`config.mk`:
```
export PLATFORM = sky130hd
export DESIGN_NAME = skp_compensating_fifo_flat
export DESIGN_NICKNAME = d
export VERILOG_FILES = /design/src/rtl/elastic_buffer_pkg.sv /design/src/rtl/skp_compensating_fifo_if.sv /design/src/rtl/eb_symbol_ram.sv /design/src/rtl/skp_compensating_fifo.sv /design/src/flat_wrapper.sv
export SDC_FILE = /design/constraint.sdc
export NUM_CORES = 1
export LEC_CHECK = 0
export BUFFER_PORTS_ARGS = -buffer_cell sky130_fd_sc_hd__buf_4
export CAP_MARGIN = 20
export CORE_MARGIN = 2
export CORE_UTILIZATION = 66
export DETAILED_ROUTE_END_ITERATION = 8
export MAX_ROUTING_LAYER = met4
export PLACE_DENSITY = 0.85
export SYNTH_ARGS = -nofsm -noshare
export SYNTH_HDL_FRONTEND = slang
export SYNTH_HIERARCHICAL = 1
export SYNTH_SLANG_ARGS = --single-unit
```
`constraint.sdc`:
```
create_clock -name local_clock -period 6.1 [get_ports local_clock]
set_input_delay 1.22 -clock local_clock [delete_from_list [all_inputs] [get_ports local_clock]]
set_output_delay 1.22 -clock local_clock [all_outputs]
set_load 0.01 [all_outputs]
```
`src/rtl/elastic_buffer_pkg.sv`:
```
// elastic_buffer_pkg: shared symbol constants and FSM state type for the RX elastic buffer
package elastic_buffer_pkg;
    localparam logic [9:0] SKIP_SYMBOL  = 10'h1A1;
    localparam logic [9:0] COMMA_SYMBOL = 10'h1BC;
    typedef enum logic {EB_FILL, EB_RUN} eb_state_e;
endpackage

```
`src/rtl/skp_compensating_fifo_if.sv`:
```
// skp_compensating_fifo_if: incoming symbol stream and registered outgoing symbol stream
interface skp_compensating_fifo_if #(parameter int DATA_W = 10);
    logic              in_valid;
    logic [DATA_W-1:0] data_in;
    logic              out_ready;
    logic [DATA_W-1:0] data_out;
    logic              out_valid;
    modport master (output in_valid, data_in, out_ready, input data_out, out_valid);
    modport slave  (input in_valid, data_in, out_ready, output data_out, out_valid);
endinterface

```
`src/rtl/eb_symbol_ram.sv`:
```
// eb_symbol_ram: symbol storage with one write port and two async read ports (head, head+1)
module eb_symbol_ram #(
    parameter int DATA_W = 10,
    parameter int DEPTH  = 16,
    parameter int ADDR_W = $clog2(DEPTH)
) (
    input  logic              clk,
    input  logic              we_i,
    input  logic [ADDR_W-1:0] waddr_i,
    input  logic [DATA_W-1:0] wdata_i,
    input  logic [ADDR_W-1:0] raddr0_i,
    input  logic [ADDR_W-1:0] raddr1_i,
    output logic [DATA_W-1:0] rdata0_o,
    output logic [DATA_W-1:0] rdata1_o
);
    logic [DATA_W-1:0] mem_q [DEPTH];
    always_ff @(posedge clk)
        if (we_i) mem_q[waddr_i] <= wdata_i;
    assign rdata0_o = mem_q[raddr0_i];
    assign rdata1_o = mem_q[raddr1_i];
endmodule

```
`src/rtl/skp_compensating_fifo.sv`:
```
// skp_compensating_fifo: rate-compensation FIFO that re-centres fill by inserting/dropping SKIPs
// inside SKIP runs, with sticky overflow/underflow flags and saturating event counters.
module skp_compensating_fifo
    import elastic_buffer_pkg::eb_state_e, elastic_buffer_pkg::EB_FILL, elastic_buffer_pkg::EB_RUN;
#(
    parameter int DATA_W  = 10,
    parameter int DEPTH   = 16,
    parameter int LOW_WM  = 4,
    parameter int HIGH_WM = 12,
    parameter int CNT_W   = 8,
    parameter logic [DATA_W-1:0] SKIP_SYMBOL = DATA_W'(elastic_buffer_pkg::SKIP_SYMBOL)
) (
    input  logic                     local_clock,
    input  logic                     rst_n,
    input  logic                     clear_err,
    skp_compensating_fifo_if.slave   bus,
    output logic [$clog2(DEPTH):0]   fill_level,
    output logic                     skp_added,
    output logic                     skp_dropped,
    output logic                     overflow,
    output logic                     underflow,
    output logic [CNT_W-1:0]         ovf_count,
    output logic [CNT_W-1:0]         udf_count
);
    localparam int ADDR_W = $clog2(DEPTH);
    localparam logic [ADDR_W:0] FULL = (ADDR_W+1)'(DEPTH);
    localparam logic [ADDR_W:0] HALF = (ADDR_W+1)'(DEPTH / 2);
    localparam logic [ADDR_W:0] LOW  = (ADDR_W+1)'(LOW_WM);
    localparam logic [ADDR_W:0] HIGH = (ADDR_W+1)'(HIGH_WM);
    localparam logic [ADDR_W:0] TWO  = (ADDR_W+1)'(2);
    localparam logic [CNT_W-1:0] CNT_MAX = '1;

    logic [ADDR_W:0] wr_q, wr_d, rd_q, rd_d, fill;
    eb_state_e state_q, state_d;
    logic [DATA_W-1:0] dout_q, dout_d, head_sym, nxt_sym, emit_sym;
    logic vld_q, vld_d, add_q, drop_q, last_skp_q, last_skp_d;
    logic ins_done_q, ins_done_d, drp_done_q, drp_done_d;
    logic ovf_q, ovf_d, udf_q, udf_d;
    logic [CNT_W-1:0] ovf_cnt_q, ovf_cnt_d, udf_cnt_q, udf_cnt_d;
    logic push, ovf_ev, udf_ev, run_rdy, do_ins, do_drop, do_pop, emit, run_end;

    eb_symbol_ram #(.DATA_W(DATA_W), .DEPTH(DEPTH), .ADDR_W(ADDR_W)) u_ram (
        .clk      (local_clock),
        .we_i     (push),
        .waddr_i  (wr_q[ADDR_W-1:0]),
        .wdata_i  (bus.data_in),
        .raddr0_i (rd_q[ADDR_W-1:0]),
        .raddr1_i (rd_q[ADDR_W-1:0] + ADDR_W'(1)),
        .rdata0_o (head_sym),
        .rdata1_o (nxt_sym)
    );

    assign fill    = wr_q - rd_q;
    assign push    = bus.in_valid && fill != FULL;
    assign ovf_ev  = bus.in_valid && fill == FULL;
    assign run_rdy = state_q == EB_RUN && bus.out_ready;
    // Insert/drop only while a SKIP run is in progress, once each per run
    assign do_ins  = run_rdy && last_skp_q && fill < LOW && !ins_done_q;
    assign do_drop = run_rdy && !do_ins && head_sym == SKIP_SYMBOL && last_skp_q
                     && fill > HIGH && fill >= TWO && !drp_done_q;
    assign do_pop  = run_rdy && !do_ins && !do_drop && |fill;
    assign udf_ev  = run_rdy && !do_ins && ~|fill;
    assign emit    = do_ins || do_drop || do_pop;
    assign emit_sym = do_ins ? SKIP_SYMBOL : do_drop ? nxt_sym : head_sym;
    assign run_end = emit && emit_sym != SKIP_SYMBOL;

    always_comb begin
        wr_d       = wr_q + (ADDR_W+1)'(push);
        rd_d       = rd_q + (ADDR_W+1)'({do_drop, do_pop});
        state_d    = state_q == EB_FILL ? (fill >= HALF ? EB_RUN : EB_FILL) : (udf_ev ? EB_FILL : EB_RUN);
        dout_d     = emit ? emit_sym : dout_q;
        vld_d      = emit ? 1'b1 : udf_ev ? 1'b0 : vld_q;
        last_skp_d = emit ? emit_sym == SKIP_SYMBOL : last_skp_q;
        ins_done_d = run_end ? 1'b0 : ins_done_q || do_ins;
        drp_done_d = run_end ? 1'b0 : drp_done_q || do_drop;
        ovf_d      = ovf_ev || (ovf_q && !clear_err);
        udf_d      = udf_ev || (udf_q && !clear_err);
        ovf_cnt_d  = clear_err ? CNT_W'(ovf_ev) : ovf_cnt_q + CNT_W'(ovf_ev && ovf_cnt_q != CNT_MAX);
        udf_cnt_d  = clear_err ? CNT_W'(udf_ev) : udf_cnt_q + CNT_W'(udf_ev && udf_cnt_q != CNT_MAX);
    end

    always_ff @(posedge local_clock or negedge rst_n)
        if (!rst_n) begin
            wr_q       <= '0;
            rd_q       <= '0;
            state_q    <= EB_FILL;
            dout_q     <= '0;
            vld_q      <= 1'b0;
            add_q      <= 1'b0;
            drop_q     <= 1'b0;
            last_skp_q <= 1'b0;
            ins_done_q <= 1'b0;
            drp_done_q <= 1'b0;
            ovf_q      <= 1'b0;
            udf_q      <= 1'b0;
            ovf_cnt_q  <= '0;
            udf_cnt_q  <= '0;
        end else begin
            wr_q       <= wr_d;
            rd_q       <= rd_d;
            state_q    <= state_d;
            dout_q     <= dout_d;
            vld_q      <= vld_d;
            add_q      <= do_ins;
            drop_q     <= do_drop;
            last_skp_q <= last_skp_d;
            ins_done_q <= ins_done_d;
            drp_done_q <= drp_done_d;
            ovf_q      <= ovf_d;
            udf_q      <= udf_d;
            ovf_cnt_q  <= ovf_cnt_d;
            udf_cnt_q  <= udf_cnt_d;
        end

    assign bus.data_out  = dout_q;
    assign bus.out_valid = vld_q;
    assign fill_level    = fill;
    assign skp_added     = add_q;
    assign skp_dropped   = drop_q;
    assign overflow      = ovf_q;
    assign underflow     = udf_q;
    assign ovf_count     = ovf_cnt_q;
    assign udf_count     = udf_cnt_q;
endmodule
```
`src/flat_wrapper.sv`:
```
// flat-port wrapper written by rule: the top's interface ports become plain ports
module skp_compensating_fifo_flat import elastic_buffer_pkg::eb_state_e, elastic_buffer_pkg::EB_FILL, elastic_buffer_pkg::EB_RUN;
#(
    parameter int DATA_W  = 10,
    parameter int DEPTH   = 16,
    parameter int LOW_WM  = 4,
    parameter int HIGH_WM = 12,
    parameter int CNT_W   = 8,
    parameter logic [DATA_W-1:0] SKIP_SYMBOL = DATA_W'(elastic_buffer_pkg::SKIP_SYMBOL)
)
  (local_clock, rst_n, clear_err, fill_level, skp_added, skp_dropped, overflow, underflow, ovf_count, udf_count, bus_in_valid, bus_data_in, bus_out_ready, bus_data_out, bus_out_valid);
  skp_compensating_fifo_if #(.DATA_W(DATA_W)) bus_i ();
  input  logic local_clock;
  input  logic rst_n;
  input  logic clear_err;
  output logic [$clog2(DEPTH):0] fill_level;
  output logic skp_added;
  output logic skp_dropped;
  output logic overflow;
  output logic underflow;
  output logic [CNT_W-1:0] ovf_count;
  output logic [CNT_W-1:0] udf_count;
  input wire logic [$bits(bus_i.in_valid)-1:0] bus_in_valid;
  input wire logic [$bits(bus_i.data_in)-1:0] bus_data_in;
  input wire logic [$bits(bus_i.out_ready)-1:0] bus_out_ready;
  output wire logic [$bits(bus_i.data_out)-1:0] bus_data_out;
  output wire logic [$bits(bus_i.out_valid)-1:0] bus_out_valid;
  assign bus_i.in_valid = bus_in_valid;
  assign bus_i.data_in = bus_data_in;
  assign bus_i.out_ready = bus_out_ready;
  assign bus_data_out = bus_i.data_out;
  assign bus_out_valid = bus_i.out_valid;
  skp_compensating_fifo #(.DATA_W(DATA_W), .DEPTH(DEPTH), .LOW_WM(LOW_WM), .HIGH_WM(HIGH_WM), .CNT_W(CNT_W), .SKIP_SYMBOL(SKIP_SYMBOL)) u_core (.local_clock(local_clock), .rst_n(rst_n), .clear_err(clear_err), .bus(bus_i), .fill_level(fill_level), .skp_added(skp_added), .skp_dropped(skp_dropped), .overflow(overflow), .underflow(underflow), .ovf_count(ovf_count), .udf_count(udf_count));
endmodule
```
==> impl_metrics.yaml <==
power:
  leakagePower_nw: 4.05
  p_sw_frac: 0.389
  p_int_mw: 3.65
  p_per_area_nw_per_um2: 540
  ir_worst_vdd_uv: 291
  power_switching_mw: 2.32
  power_frac_comb: 0.475
  pwr-share-clk: 0.205
  seqPwrFrac: 0.321
logic_synthesis:
  synth-seq-cells: 205
  synth-simple-area-share: 0.0644
  muxShareOfSynthArea: 0.195
  async_flop_share: 0.220
  synth_seq_area_share: 0.604
  synth.area.top_cells: "edfxtp_1 (49%), mux4_2 (13%), dfrtp_1 (11%), mux4_1 (6.4%), a22oi_1 (3.1%)"
  ys.flop_type: "edfxtp_1"
  yosysUniqueCellTypes: 62
  synth_top_area_share: 0.489
  synth_top_family_by_area: "multiplexers"
  ys_warn_count: 6
  syn_area_um2: 9820
  synth_xor_xnor_area_share: 0.0205
  synth_edf_count: 160
  syn_avg_cell_area_um2: 16.6
  synthAdderAreaFrac: 0.0206
  synth_top_area_cell: "edfxtp_1"
  synth_compound_area_frac: 0.0670
  synth_nets: 620
  syn_inst: 590
detailed_routing:
  wl_per_cell_um: 27.1
  ant_nets: 0
  via_per_inst: 7.09
  vias: 6052
  routed_wl_mm: 23.1
  firstDrtPassIters: 7
  drt_iter0_drc: 610
  drt_drc_violations_left: 0
critical_path:
  end_kind: "register"
  path_class: "reg -> reg"
  required_ps: 6470
  cp_slowest_cell: "dfrtp_2"
  cp_top_family: "simple AND/OR/NAND/NOR gates"
  start_kind: "register"
  crit_buf_inv: 1
  crit_top_cell: "nand2_1"
  path_max_fanout: 28
  slowest_delay_ps: 950
  crit_chain: "buf_4 > mux4_2 > a22oi_1 > nand2_1 > nor4b_1 > nand2_1 > or2_2 > a311oi_2 > nor2_1 > ha_1 > fa_1 > xor2_1"
  cp.arrival_ps: 5170
timing:
  clock_skew_ps: 11.5
  setup-violations-final: 0
  period_needed_ps: 4800
  tightest_slew_ps: 1060
  period_share: 0.786
  final_hold_viol_count: 0
  fin_setup_tns_ps: 0
  slew-limit-headroom: 0.292
  rsz0062_at_grt: "false"
  fmax_mhz: 208
  holdWs_ps: 477
  slew_violations: 0
placement:
  placed_cell_area_um2: 10300
  gp_congestion: 0.877
  hpwl_mm: 14.9
  port_buffers: 50
global_routing:
  met1_usage: 0.396
  overflow: 0
  globalRouteTotalUtil: 0.304
  grt.met2_usage: 0.487
  antenna_found_initial: 0
  busiest_layer: "met2"
  grt_pass1_wl_mm: 35.3
  grt_start_max_net_pins: 46
  first_global_vias: 6207
  met3_usage: 0.0544
flow_run:
  cap_violations: 0
floorplanning:
  start_util: 0.675
  rows: 44
  dieArea_um2: 15900
  die_x_um: 126
  core_area_um2: 14500
  ios: 51
  die_y_um: 126
cts:
  path_clk_slew_ps: 60
  cts_resized: 0
  cts-hold-fix-buffers: 0
  cts-buffers-inserted: 22
  worstSkewPairLatency_ps: 500
  cts-htree-levels: 1
  clk_path_buf_depth: 3
  cts-root-buf: "clkbuf_16"
  cts.sink_count: 205
  cts_tree: "built"
  cts_setup_buffers: 0
finish:
  layout_common_cells: "edfxtp_1 (160), buf_4 (66), mux4_2 (56), dfrtp_1 (44), a22oi_1 (40)"
  multi_input_area_um2: 3610
  ff_latch_area_um2: 5930
  fin_area_um2: 11100
  final_layout_size_suffix_gt1_frac: 0.248
  utilization: 0.761
  fin_nets: 684
  syn_to_final_growth_pct: 12.6
  fillers: 842
  final_common_cell: "edfxtp_1"
  diodes: 0
status:
  status: "finished, final reports clean"
min_path:
  hold_class: "reg -> reg"
-- synth_stat cells, types with 3 or more instances --
master and count:
a21boi_1 3, a21oi_1 9, a22oi_1 40, and3_1 4, buf_1 10, buf_4 5, buf_6 4, buf_8 4
clkbuf_1 6, dfrtp_1 45, edfxtp_1 160, ha_1 13, inv_1 18, mux4_1 24, mux4_2 56, nand2_1 35
nand2b_1 3, nand3_1 15, nor2_1 30, nor2b_1 9, nor3_1 9, nor4_1 3, o21ai_0 7, o21ai_1 7
o22a_1 5, xnor2_1 8, xor2_1 15
-- power by group through the flow --
stage	clock, mW	combinational (mW)	sequential (mW)
after floorplan	0	2.00	1.87
after global placement	0	2.63	1.91
after detailed placement	0	2.74	1.93
after CTS	1.23	2.76	1.91
after global routing	1.29	3.00	1.94
final	1.22	2.83	1.91
-- final cells by class --
cell class	count	share of cell area
Timing Repair Buffer	71	0.0507
Tap cell	184	0.0208
Clock buffer	27	0.0515
Clock inverter	13	0.00837
Inverter	18	0.00611
Sequential cell	205	0.536
Multi-Input combinational cell	336	0.326
-- routing by layer --
metal	routed length, um	share of wire
met1	8520	0.37
met2	11600	0.50
met3	2040	0.088
met4	972	0.042
met5	0	0
-- state kept, by name, indices dropped and copies added, names as in the netlist --
name	count
u_core/ins_done_q	1
u_core/bus.out_valid	1
u_core/bus.data_out	10
u_core/wr_q	5
u_core/overflow	1
u_core/last_skp_q	1
u_core/skp_added	1
u_core/ovf_count	8
u_core/u_ram/mem_q	160
u_core/state_q	1
u_core/skp_dropped	1
u_core/udf_count	8
u_core/rd_q	5
u_core/drp_done_q	1
u_core/underflow	1
-- cell families (layout without fill, tap and decap cells) --
logic type,after synthesis,in the layout
AOI/OAI and AO/OA,89,89
xor gates and xnor gates,23,23
adders and majority gates,15,15
buffers and inverters,49,129
DFF,205,205
muxes,82,82
and+or+nand+nor,127,127
-- metrics by stage --
step / setup slack, ps / instances / power [mW]
after global placement: 1460 / 807 / 4.55
after floorplan: 2480 / 590 / 3.87
after global routing: 905 / 854 / 6.22
after CTS: 1260 / 849 / 5.91
after detailed placement: 1300 / 809 / 4.67
final: 1300 / 854 / 5.97
-- worst paths after layout --
path	from	cells after the start	slack [ps]	end
worst max-delay path	u_core/rd_q[0]	12	1300	u_core/rd_q[2]
min in group asynchronous	rst_n	1	710	u_core/wr_q[2]
max in group asynchronous	rst_n	1	4990	u_core/rd_q[0]
worst min-delay path	u_core/bus.out_valid	1	480	u_core/bus.out_valid
worst min register to register	u_core/bus.out_valid	1	480	u_core/bus.out_valid
worst max register to register	u_core/rd_q[0]	12	1300	u_core/rd_q[2]
(Power assumes the default switching activity.)
